--- src/rtl/pc_sequencer_pkg.sv ---
// Shared definitions for the PC sequencer: opcode/funct constants, PC-select codes,
// FSM state encoding and the PC-select decode helper.
package pc_sequencer_pkg;

    localparam logic [5:0] OP_RTYPE = 6'b000000;
    localparam logic [5:0] OP_J     = 6'b000010;
    localparam logic [5:0] OP_JAL   = 6'b000011;
    localparam logic [5:0] OP_BEQ   = 6'b000100;
    localparam logic [5:0] OP_BNE   = 6'b000101;

    localparam logic [5:0] FN_JR    = 6'b001000;

    localparam logic [1:0] PCSRC_PLUS4  = 2'b00;
    localparam logic [1:0] PCSRC_BRANCH = 2'b01;
    localparam logic [1:0] PCSRC_JUMP   = 2'b10;
    localparam logic [1:0] PCSRC_JR     = 2'b11;

    typedef enum logic {
        ST_FETCH = 1'b0,
        ST_EXEC  = 1'b1
    } state_e;

    // Untaken branches and every unrecognised opcode fall through to PC+4.
    function automatic logic [1:0] decode_pcsrc(
        input logic [5:0] op,
        input logic [5:0] funct,
        input logic       zero
    );
        logic [1:0] sel;
        sel = PCSRC_PLUS4;
        case (op)
            OP_BEQ:       if (zero)  sel = PCSRC_BRANCH;
            OP_BNE:       if (!zero) sel = PCSRC_BRANCH;
            OP_J, OP_JAL: sel = PCSRC_JUMP;
            OP_RTYPE:     if (funct == FN_JR) sel = PCSRC_JR;
            default:      sel = PCSRC_PLUS4;
        endcase
        return sel;
    endfunction

endpackage

--- src/rtl/pc_target_calc.sv ---
// Purely combinational computation of the four next-PC candidates fed to the PC mux.
module pc_target_calc
    import pc_sequencer_pkg::*;
(
    input  logic [31:0] pc,
    input  logic [15:0] imm,
    input  logic [25:0] jindex,
    input  logic [31:0] rs_val,
    output logic [31:0] pc_plus4,
    output logic [31:0] branch_target,
    output logic [31:0] jump_target,
    output logic [31:0] jr_target
);

    logic [31:0] branch_offset;

    // Branch offset is a sign-extended word offset relative to the delay-free PC+4.
    always_comb begin
        pc_plus4      = pc + 32'd4;
        branch_offset = {{14{imm[15]}}, imm, 2'b00};
        branch_target = pc_plus4 + branch_offset;
        jump_target   = {pc_plus4[31:28], jindex, 2'b00};
        jr_target     = rs_val;
    end

endmodule

--- src/rtl/pc_sequencer.sv ---
// Fetch/execute sequencer: owns the architectural PC, the retired-instruction counter,
// the sticky misalignment flag and the PC-select decode for the PC mux.
module pc_sequencer
    import pc_sequencer_pkg::*;
#(
    parameter logic [31:0] RESET_VEC = 32'h0000_0000,
    parameter logic [31:0] EXC_VEC   = 32'h0000_0080
) (
    input  logic        clk,
    input  logic        rst,
    input  logic [5:0]  op,
    input  logic [5:0]  funct,
    input  logic [15:0] imm,
    input  logic [25:0] jindex,
    input  logic        zero,
    input  logic [31:0] rs_val,
    input  logic [31:0] next_pc,
    input  logic        stall,
    input  logic        imem_ready,
    output logic [31:0] pc,
    output logic [31:0] pc_plus4,
    output logic [31:0] branch_target,
    output logic [31:0] jump_target,
    output logic [31:0] jr_target,
    output logic [1:0]  pcsrc,
    output logic        imem_req,
    output logic        misalign_err,
    output logic [31:0] retired
);

    state_e      state_q, state_d;
    logic [31:0] pc_q, pc_d;
    logic [31:0] retired_q, retired_d;
    logic        misalign_err_q, misalign_err_d;

    pc_target_calc u_target_calc (
        .pc            (pc_q),
        .imm           (imm),
        .jindex        (jindex),
        .rs_val        (rs_val),
        .pc_plus4      (pc_plus4),
        .branch_target (branch_target),
        .jump_target   (jump_target),
        .jr_target     (jr_target)
    );

    assign pcsrc = decode_pcsrc(op, funct, zero);

    always_ff @(posedge clk) begin
        if (rst) begin
            state_q        <= ST_FETCH;
            pc_q           <= RESET_VEC;
            retired_q      <= '0;
            misalign_err_q <= 1'b0;
        end else begin
            state_q        <= state_d;
            pc_q           <= pc_d;
            retired_q      <= retired_d;
            misalign_err_q <= misalign_err_d;
        end
    end

    // The fetch request is masked during the reset cycle itself; a misaligned
    // next PC is redirected to the exception vector and latches the error flag.
    always_comb begin
        state_d        = state_q;
        pc_d           = pc_q;
        retired_d      = retired_q;
        misalign_err_d = misalign_err_q;
        imem_req       = 1'b0;
        case (state_q)
            ST_FETCH: begin
                imem_req = !rst;
                if (imem_ready) begin
                    state_d = ST_EXEC;
                end
            end
            ST_EXEC: begin
                if (!stall) begin
                    if (next_pc[1:0] != 2'b00) begin
                        pc_d           = EXC_VEC;
                        misalign_err_d = 1'b1;
                    end else begin
                        pc_d = next_pc;
                    end
                    retired_d = retired_q + 32'd1;
                    state_d   = ST_FETCH;
                end
            end
            default: state_d = ST_FETCH;
        endcase
    end

    assign pc           = pc_q;
    assign retired      = retired_q;
    assign misalign_err = misalign_err_q;

endmodule
--- config.mk ---
export PLATFORM = sky130hd
export DESIGN_NAME = pc_sequencer
export DESIGN_NICKNAME = d
export VERILOG_FILES = /design/src/rtl/pc_sequencer_pkg.sv /design/src/rtl/pc_target_calc.sv /design/src/rtl/pc_sequencer.sv
export SDC_FILE = /design/constraint.sdc
export NUM_CORES = 1
export LEC_CHECK = 0
export CAP_MARGIN = 5
export CORE_AREA = 2 2 123 125
export DETAILED_ROUTE_END_ITERATION = 10
export DIE_AREA = 0 0 125 127
export HOLD_SLACK_MARGIN = 0.08
export PLACE_DENSITY = 0.87
export RECOVER_POWER = 25
export SLEW_MARGIN = 10
export SYNTH_ARGS = -nofsm -noshare
export SYNTH_HDL_FRONTEND = slang
export SYNTH_SLANG_ARGS = --single-unit
--- constraint.sdc ---
create_clock -name clk -period 6.42 [get_ports clk]
set_clock_uncertainty 0.15 [all_clocks]
set_input_delay 1.605 -clock clk [delete_from_list [all_inputs] [get_ports clk]]
set_output_delay 1.605 -clock clk [all_outputs]
set_load 0.01 [all_outputs]
==> results.cfg <==
[cells_and_area]
antenna_cells = 0
final_cell_area_um2 = 7460
fillers = 1316
areaGrowthSynthToFinish_pct = 40.0
fin_nets = 953
layout-drive-gt1-share = 0.0788

[global_route]
grt-ovfl-total = 0
grt_pass1_wl_mm = 26.1
grt_usage = 0.200
grt_pass1_vias = 5221
antenna_found_initial = 0
grt_max_degree = 38

[sta]
fin_crit_ns = 6.31
tns_ns = 0
hold_viol_final = 0
period_share = 0.984
fmax_mhz = 158
tightestPinTransition_ns = 0.759
rsz0062_at_grt = false
relSlewSlack = 0.493
slew_viol_final = 0
setup_violations = 0
timing.hold.ws_ns = 0.297

[floorplanning]
dieArea_um2 = 15900
fp-row-count = 44
core_um2 = 14400
initial_core_util = 0.370
die_y_um = 127
io_pins = 319
die_width_um = 125

[logic_synthesis]
syn_area_per_cell_um2 = 8.20
ys_ff_latch = 66
synth_top_area_frac = 0.248
synth_area_leaders = dfxtp_1 25%, buf_4 9.7%, ha_1 8.0%
synth_area_um2 = 5330
synth_enable_flop_cells = 0
synth_flop_cell = dfxtp_1
postSynth.asyncResetShare = 0
postSynthCellCount = 650
ys_warn_count = 0
yosysTopAreaCell = dfxtp_1
synth_cell_types = 65
synthTopCellsByCount = 69 x buf_4, 69 x nor2_1, 66 x dfxtp_1, 47 x nand2_1, 41 x xnor2_1
yosysSeqAreaShare = 0.248

[placement]
port_buffers = 200
place_congestion = 0.960
hpwl_mm = 13.4
placed_area_um2 = 7130

[power_and_ir_drop]
p_leak_nw = 3.19
max-vdd-ir-drop_mv = 0.192
power_density_nw_per_um2 = 144

[drt]
vias = 5247
firstDrtPassIters = 4
drtIter0Drc = 288
postRouteWirelength_mm = 16.6
routed_via_density = 5.33
drc = 0
postRouteAntennaNets = 0
post_drt_wl_per_cell_um = 16.8

[run]
maxCapViolCount = 0

[clock_network]
cts.sinks = 66
insertion_delay_ns = 0.32
root_buffer = clkbuf_16
tritoncts = yes
clock_path_buffers = 2
cts_htree_levels = 3
cts_buffers = 9
path_clk_slew_ns = 0.05

[setup_path]
cp-start-kind = input port
critical_path_required_ns = 4.66
end_kind = output port
crit_fanout = 15
crit_arrival_ns = 4.56
crit_type = input port to output port

[run_status]
outcome = finished, final reports clean

[min_path]
hold_class = flop to flop
[path summary, 6_finish.rpt]
check                                               start                   endpoint  slack, ns  cells past startpoint
worst min register to register  misalign_err$_SDFFE_PP0P_  misalign_err$_SDFFE_PP0P_       0.30                      2
worst max register to register         state_q$_SDFF_PP0_   retired[17]$_SDFFE_PP0P_       3.99                      6
worst max-delay path                              imm[15]          branch_target[31]       0.11                     10
worst min-delay path            misalign_err$_SDFFE_PP0P_  misalign_err$_SDFFE_PP0P_       0.30                      2
[through the flow]
stage                      util  power, mW  cells  setup slack, ns
after floorplan               -      0.569    651             1.05
after global placement    0.494      0.649    966            0.111
after detailed placement  0.494      0.650    966           0.0929
after CTS                 0.513       1.09    982           0.0779
after global routing      0.518       1.12    984         0.000657
final                     0.518       1.07    984            0.105
[kinds of logic (layout without fill, tap and decap cells)]
group,Yosys count,in the layout,share of synthesized area
adders and majority gates,35,35,0.0835
and+or+nand+nor,231,231,0.218
xor gates and xnor gates,82,82,0.137
muxes,5,5,0.00962
other,1,2,0.000703
buffers and inverters,99,248,0.123
AOI/OAI and AO/OA,131,131,0.180
DFF,66,66,0.248
[what timing repair did]
| action | in CTS | in global routing |
|---|---|---|
| hold buffers | 0 | 0 |
| resized for setup | 0 | 13 |
| setup buffers | 0 | 2 |
| endpoints found under the setup margin | 0 | 4 |
[where the power goes]
group | leakage (nW) | switching, mW | internal [mW] | total (mW)
sequential | 0.534 | 0.00627 | 0.415 | 0.421
clock | 0.133 | 0.164 | 0.270 | 0.434
combinational | 2.52 | 0.0998 | 0.120 | 0.220
[critical path, stage by stage]
cell             delay, ns
clkdlybuf4s50_1       0.45
buf_12                0.17
ha_1                  0.37
a21oi_2               0.18
o21ai_1               0.12
a221o_1               0.41
a2111oi_4             0.37
a2bb2oi_2             0.18
xor2_1                0.15
clkdlybuf4s50_1       0.55
[flip-flops by register name (all words and copies together), names as in the netlist]
register / flops
state_q: 1
misalign_err: 1
retired: 32
pc: 32
[layer usage]
| layer | up-vias | wire [um] | GRT usage |
|---|---|---|---|
| li1 | 2568 | - | - |
| met1 | 2446 | 7010 | 0.237 |
| met2 | 188 | 7850 | 0.344 |
| met3 | 45 | 1250 | 0.0570 |
| met4 | 0 | 471 | 0.0784 |
| met5 | - | 0 | 0 |
[placed cells by master, fill, tap and decap left out, types with 13 or more instances in the layout]
| cell | count |
|---|---|
| nand4_1 | 28 |
| nand3_1 | 25 |
| dfxtp_1 | 63 |
| ha_1 | 32 |
| buf_4 | 23 |
| xor2_1 | 40 |
| a22o_1 | 29 |
| a21oi_1 | 37 |
| dlygate4sd3_1 | 55 |
| clkdlybuf4s50_1 | 143 |
| and3_1 | 13 |
| xnor2_1 | 39 |
| nand2_1 | 47 |
| nor2_1 | 67 |
[area by class of cell]
cell class / instances / area [um2] / share of cell area
repair buffers: 224 / 2200 / 0.295
clock buffers: 13 / 250 / 0.0335
well taps: 184 / 230 / 0.0308
clock inverters: 3 / 15.0 / 0.00201
multi-input cells: 486 / 3410 / 0.457
flip-flops and latches: 66 / 1330 / 0.178
inverters: 8 / 30.0 / 0.00402
No activity file was read; power rests on OpenSTA's default activity.
